**src/rtl/csr_trap_ctrl.sv**
```systemverilog
`default_nettype none
// ============================================================================
//  Module   : csr_trap_ctrl
//  Purpose  : Commit-stage sequencer for CSR read-modify-write, trap entry
//             (mepc/mcause/mtval/mstatus) and mret, driving one csrfile port.
//  Revision : 1.0 - initial release
// ============================================================================
module csr_trap_ctrl #(
    parameter int XLEN = 64
) (
    input  logic            clk,
    input  logic            reset,
    input  logic            csr_req_valid,
    input  logic [1:0]      csr_op,
    input  logic [11:0]     csr_addr,
    input  logic [XLEN-1:0] csr_src,
    input  logic            exc_valid,
    input  logic [XLEN-1:0] exc_cause,
    input  logic [XLEN-1:0] exc_pc,
    input  logic [XLEN-1:0] exc_tval,
    input  logic            mret_valid,
    input  logic [XLEN-1:0] mstatus_in,
    input  logic [XLEN-1:0] mtvec_in,
    input  logic [XLEN-1:0] mepc_in,
    output logic [11:0]     csr_raddr,
    input  logic [XLEN-1:0] csr_rdata,
    output logic            csr_wen,
    output logic [11:0]     csr_wa,
    output logic [XLEN-1:0] csr_wd,
    output logic            busy,
    output logic            rd_valid,
    output logic [XLEN-1:0] rd_data,
    output logic            redirect_valid,
    output logic [XLEN-1:0] redirect_pc
);

    localparam logic [2:0] c_idle        = 3'd0;
    localparam logic [2:0] c_csr_wr      = 3'd1;
    localparam logic [2:0] c_trap_epc    = 3'd2;
    localparam logic [2:0] c_trap_cause  = 3'd3;
    localparam logic [2:0] c_trap_tval   = 3'd4;
    localparam logic [2:0] c_trap_status = 3'd5;
    localparam logic [2:0] c_mret_status = 3'd6;

    localparam logic [11:0] c_addr_mstatus = 12'h300;
    localparam logic [11:0] c_addr_mepc    = 12'h341;
    localparam logic [11:0] c_addr_mcause  = 12'h342;
    localparam logic [11:0] c_addr_mtval   = 12'h343;

    localparam logic [XLEN-1:0] c_align_mask = {{(XLEN-2){1'b1}}, 2'b00};

    logic [2:0]      r_state;
    logic [2:0]      w_next_state;

    logic [XLEN-1:0] r_old;
    logic [XLEN-1:0] r_new;
    logic [11:0]     r_addr;
    logic            r_wen_ok;
    logic [XLEN-1:0] r_pc;
    logic [XLEN-1:0] r_cause;
    logic [XLEN-1:0] r_tval;
    logic [XLEN-1:0] r_mstatus;
    logic [XLEN-1:0] r_mtvec;
    logic [XLEN-1:0] r_mepc;

    logic            w_idle;
    logic            w_take_exc;
    logic            w_take_mret;
    logic            w_take_csr;
    logic [XLEN-1:0] w_csr_new;
    logic            w_csr_wen_ok;
    logic [XLEN-1:0] w_tvec_base;
    logic            w_vectored;
    logic [XLEN-1:0] w_trap_target;
    logic [XLEN-1:0] w_trap_status;
    logic [XLEN-1:0] w_mret_status;

    // Exceptions win over mret, mret over CSR ops; losers are simply dropped.
    assign w_idle      = (r_state == c_idle);
    assign w_take_exc  = w_idle && exc_valid;
    assign w_take_mret = w_idle && !exc_valid && mret_valid;
    assign w_take_csr  = w_idle && !exc_valid && !mret_valid && csr_req_valid;

    // Set/clear with a zero operand must not write (no side effects on read-only CSRs).
    assign w_csr_wen_ok = (csr_op == 2'b01) || (csr_op[1] && (csr_src != '0));

    always_comb begin
        w_csr_new = csr_rdata;
        case (csr_op)
            2'b01:   w_csr_new = csr_src;
            2'b10:   w_csr_new = csr_rdata | csr_src;
            2'b11:   w_csr_new = csr_rdata & ~csr_src;
            default: w_csr_new = csr_rdata;
        endcase
    end

    assign w_tvec_base   = r_mtvec & c_align_mask;
    assign w_vectored    = (r_mtvec[1:0] == 2'b01) && r_cause[XLEN-1];
    assign w_trap_target = w_vectored
                         ? w_tvec_base + {{(XLEN-8){1'b0}}, r_cause[5:0], 2'b00}
                         : w_tvec_base;

    always_comb begin
        w_trap_status        = r_mstatus;
        w_trap_status[7]     = r_mstatus[3];
        w_trap_status[3]     = 1'b0;
        w_trap_status[12:11] = 2'b11;
        w_mret_status        = r_mstatus;
        w_mret_status[3]     = r_mstatus[7];
        w_mret_status[7]     = 1'b1;
        w_mret_status[12:11] = 2'b00;
    end

    always_ff @(posedge clk) begin
        if (reset) begin
            r_state <= c_idle;
        end else begin
            r_state <= w_next_state;
        end
    end

    always_comb begin
        w_next_state = r_state;
        case (r_state)
            c_idle: begin
                if (w_take_exc) begin
                    w_next_state = c_trap_epc;
                end else if (w_take_mret) begin
                    w_next_state = c_mret_status;
                end else if (w_take_csr) begin
                    w_next_state = c_csr_wr;
                end
            end
            c_csr_wr:      w_next_state = c_idle;
            c_trap_epc:    w_next_state = c_trap_cause;
            c_trap_cause:  w_next_state = c_trap_tval;
            c_trap_tval:   w_next_state = c_trap_status;
            c_trap_status: w_next_state = c_idle;
            c_mret_status: w_next_state = c_idle;
            default:       w_next_state = c_idle;
        endcase
    end

    // Operand snapshots so the csrfile may change underneath a running sequence.
    always_ff @(posedge clk) begin
        if (reset) begin
            r_old     <= '0;
            r_new     <= '0;
            r_addr    <= '0;
            r_wen_ok  <= 1'b0;
            r_pc      <= '0;
            r_cause   <= '0;
            r_tval    <= '0;
            r_mstatus <= '0;
            r_mtvec   <= '0;
            r_mepc    <= '0;
        end else begin
            if (w_take_csr) begin
                r_old    <= csr_rdata;
                r_new    <= w_csr_new;
                r_addr   <= csr_addr;
                r_wen_ok <= w_csr_wen_ok;
            end
            if (w_take_exc) begin
                r_pc      <= exc_pc;
                r_cause   <= exc_cause;
                r_tval    <= exc_tval;
                r_mstatus <= mstatus_in;
                r_mtvec   <= mtvec_in;
            end
            if (w_take_mret) begin
                r_mstatus <= mstatus_in;
                r_mepc    <= mepc_in;
            end
        end
    end

    always_comb begin
        busy           = !w_idle;
        csr_raddr      = w_idle ? csr_addr : 12'h000;
        csr_wen        = 1'b0;
        csr_wa         = 12'h000;
        csr_wd         = '0;
        rd_valid       = 1'b0;
        rd_data        = '0;
        redirect_valid = 1'b0;
        redirect_pc    = '0;
        case (r_state)
            c_csr_wr: begin
                rd_valid = 1'b1;
                rd_data  = r_old;
                if (r_wen_ok) begin
                    csr_wen = 1'b1;
                    csr_wa  = r_addr;
                    csr_wd  = r_new;
                end
            end
            c_trap_epc: begin
                csr_wen = 1'b1;
                csr_wa  = c_addr_mepc;
                csr_wd  = r_pc & c_align_mask;
            end
            c_trap_cause: begin
                csr_wen = 1'b1;
                csr_wa  = c_addr_mcause;
                csr_wd  = r_cause;
            end
            c_trap_tval: begin
                csr_wen = 1'b1;
                csr_wa  = c_addr_mtval;
                csr_wd  = r_tval;
            end
            c_trap_status: begin
                csr_wen        = 1'b1;
                csr_wa         = c_addr_mstatus;
                csr_wd         = w_trap_status;
                redirect_valid = 1'b1;
                redirect_pc    = w_trap_target;
            end
            c_mret_status: begin
                csr_wen        = 1'b1;
                csr_wa         = c_addr_mstatus;
                csr_wd         = w_mret_status;
                redirect_valid = 1'b1;
                redirect_pc    = r_mepc;
            end
            default: begin
            end
        endcase
    end

endmodule
`default_nettype wire
```
**config.mk**
```make
export PLATFORM = sky130hd
export DESIGN_NAME = csr_trap_ctrl
export DESIGN_NICKNAME = d
export VERILOG_FILES = /design/src/rtl/csr_trap_ctrl.sv
export SDC_FILE = /design/constraint.sdc
export NUM_CORES = 1
export LEC_CHECK = 0
export ABC_AREA = 1
export CELL_PAD_IN_SITES_DETAIL_PLACEMENT = 1
export CELL_PAD_IN_SITES_GLOBAL_PLACEMENT = 2
export CORE_UTILIZATION = 23
export DETAILED_ROUTE_END_ITERATION = 10
export GPL_TIMING_DRIVEN = 0
export HOLD_SLACK_MARGIN = 0.1
export PLACE_DENSITY = 0.87
export REMOVE_ABC_BUFFERS = 1
export SETUP_SLACK_MARGIN = 0.15
export SLEW_MARGIN = 20
export SYNTH_ARGS = -nofsm -noshare
export SYNTH_HDL_FRONTEND = slang
export SYNTH_SLANG_ARGS = --single-unit
```
**constraint.sdc**
```tcl
create_clock -name clk -period 2.05 [get_ports clk]
set_input_delay 0.41 -clock clk [delete_from_list [all_inputs] [get_ports clk]]
set_output_delay 0.41 -clock clk [all_outputs]
set_load 0.005 [all_outputs]
```
==> flow_summary.toml, run 1 <==
[cts]
clockBufferDepth = 3
clock_latency_ps = 660
numCtsBuffers = 70
clkTransAtPathRegs_ps = 60
clockRootBuffer = "clkbuf_16"
cts_sinks = 524
cts_tree = "built"
htree_num_levels = 3

[cells_and_area]
layout-drive-gt1-share_pct = 31.3
areaGrowthSynthToFinish_pct = 83.7
fin_nets = 5253
finalCoreUtilization_pct = 42.9

[sta]
finalCriticalPeriod_ps = 3530
fin_worst_skew_ps = 20.4
tightestPinTransition_ps = 972
drv_slew = 0
slew-limit-headroom_pct = 35.1
worst_slack_ps = -1480
finalSetupViolations = 743
hold_viol_final = 0
fmax_mhz = 283
rsz0062_at_grt = "yes"
fin_crit_sh_pct = 172
hold_ws_ps = 197

[worst_setup_path]
crit_path_end_kind = "primary output"
reg2reg_from = "r_state[0]"
crit_type = "reg -> out"
crit_path_start = "r_mtvec[20]"
critPathRequiredTime_ps = 1640
start_kind = "flop"
cp_data_arrival_time_ps = 3120
cp_max_fo = 6

[outcome]
status = "complete, but fails checks"
violations = "negative setup slack"

[grt]
grt_pass1_vias = 31500
grt_first_pass_wirelength_mm = 228
antenna_found_initial = 43
grt_usage_pct = 28.5
gr-total-overflow = 0
grt_max_degree = 107

[drt]
drt_wl_total_mm = 180
routedWlPerCell_um = 29.1
route.vias.total = 32600
viasPerCell = 5.26
drtPass1Iterations = 6
ant_nets = 0
drcViolationCount = 0
drt_iter0_drc = 2508

[yosys]
yosysUniqueCellTypes = 40
synth.avg_cell_area_um2 = 6.90
synth_edf_count = 0
synth_cells = 3641
synthArstFlopShare_pct = 0
netlist_top_cells_count = "nand2_1, dfxtp_1, nor2_1"
yosysMostFrequentCell = "nand2_1"
synthTopCellsByArea = "dfxtp_1, nand2_1, a211oi_1, nor2_1, a21oi_1"
ys_seq_elements = 524
synth_area_mm2 = 0.0251
synth_top_area_share_pct = 41.8
yosys_warnings = 0
synth_top_cell_by_area = "dfxtp_1"
ys.flop_type = "dfxtp_1"
ys_seq_area_share_pct = 41.8

[power_and_ir_drop]
power.leakage_nw = 18.7
max-vdd-ir-drop_mv = 0.621
powerDensity_mw_per_mm2 = 1230
total_power_w = 0.0568

[floorplanning]
die_h_um = 332
fp-row-count = 120
initial_core_util_pct = 23.3
coreArea_mm2 = 0.108
die_w_um = 332
die_area_mm2 = 0.111
ioPinCount = 751

[placed_design]
gp_congestion = 0.923
io_buffers = 746
dp_hpwl_mm = 95.4

[min_path]
hp-class = "in -> reg"
hold_start = "reset"

[flow_run]
drv_cap = 0
final timing paths:
check	end	slack (ps)	depth (start not counted)
max	redirect_pc[30]	-1480	9
min	r_mepc[53]	200	2
max reg2reg	r_mstatus[7]	-750	13
min reg2reg	r_mepc[51]	460	2
flip-flops by register name, summed over array words and instances, names as in the netlist, 62 cells and up:
name and count:
r_cause 64, r_mepc 64, r_mstatus 62, r_mtvec 64, r_new 64, r_old 64, r_pc 62, r_tval 64
repair_timing:
action / in CTS / in global routing
hold buffers: 0 / 0
resized for setup: 1074 / 888
pin swaps: 150 / 106
gates cloned: 65 / 39
setup endpoints to repair: 744 / 744
setup buffers: 191 / 173
worst max-delay path, cell delays in order, from the launching register on:
cell and delay (ps):
dfxtp_2 450, nand2_1 180, inv_1 120, nand3_1 230
inv_1 190, nand4_1 220, o21ai_1 220, nand2_1 90
o22ai_1 200, clkdlybuf4s50_1 580
cells in the final DEF, fill, tap and decap left out, types with 37 or more instances in the layout:
| master | count |
|---|---|
| nand2_1 | 586 |
| clkdlybuf4s50_1 | 524 |
| dfxtp_1 | 478 |
| inv_1 | 448 |
| nor2_1 | 318 |
| a21oi_1 | 310 |
| a211oi_1 | 235 |
| buf_4 | 194 |
| nand3_1 | 142 |
| buf_6 | 129 |
| buf_2 | 122 |
| nor2_4 | 104 |
| clkbuf_16 | 98 |
| o22ai_1 | 87 |
| buf_16 | 73 |
| nor2_2 | 67 |
| buf_12 | 64 |
| nand2_2 | 63 |
| nand2_4 | 55 |
| a211oi_2 | 50 |
| a21oi_2 | 48 |
| clkbuf_2 | 46 |
| a22oi_2 | 38 |
| o21ai_2 | 37 |
area by class of cell:
type | count | area (um^2)
Antenna cell | 20 | 50.0
Tap cell | 1403 | 1760
Fill cell | 12500 | 61500
Clock buffer | 98 | 2040
Timing Repair Buffer | 1240 | 13900
Inverter | 473 | 1970
Timing Repair inverter | 13 | 183
Sequential cell | 524 | 10600
Clock inverter | 28 | 524
Multi-Input combinational cell | 2393 | 15100
report_power, final:
group | internal, W | total [W] | switching (W)
combinational | 0.0120 | 0.0283 | 0.0162
sequential | 0.0128 | 0.0145 | 0.00172
clock | 0.00853 | 0.0140 | 0.00552
metrics by stage:
stage	instances	area, um^2	TNS [ps]	setup WS [ps]
after global routing	6186	46100	-468170	-1550
after detailed placement	5578	34500	-1235580	-3400
final	6192	46100	-403440	-1480
after global placement	5530	33300	-	-29470
after floorplan	3381	24000	-3902040	-11650
after CTS	5960	42200	-432830	-1240
routing by layer:
layer	vias to the layer above	track usage [%]	share of wire, %	wire length [um]
li1	14300	-	-	-
met1	16100	34.0	39	70700
met2	1613	48.4	47	84600
met3	511	7.57	8.2	14800
met4	38	11.2	5.4	9640
met5	-	0	0.14	259
cells by family after synthesis:
family,Yosys count,share of synthesized area [%]
AOI/OAI and AO/OA,925,23.0
xor gates and xnor gates,6,0.209
adders and majority gates,7,0.379
buffers and inverters,733,11.3
DFF,524,41.8
and+or+nand+nor,1446,23.3
(Power assumes the default switching activity.)
==> run 2: changes to the inputs <==
--- a/config.mk
+++ b/config.mk
@@ -6,6 +6,7 @@
 export NUM_CORES = 1
 export LEC_CHECK = 0
 export ABC_AREA = 1
+export ABC_CLOCK_PERIOD_IN_PS = 2050
 export CELL_PAD_IN_SITES_DETAIL_PLACEMENT = 1
 export CELL_PAD_IN_SITES_GLOBAL_PLACEMENT = 2
 export CORE_UTILIZATION = 23
==> results of run 2 <==
Same layout as run 1: the final DEF is identical, and so are final timing and power.
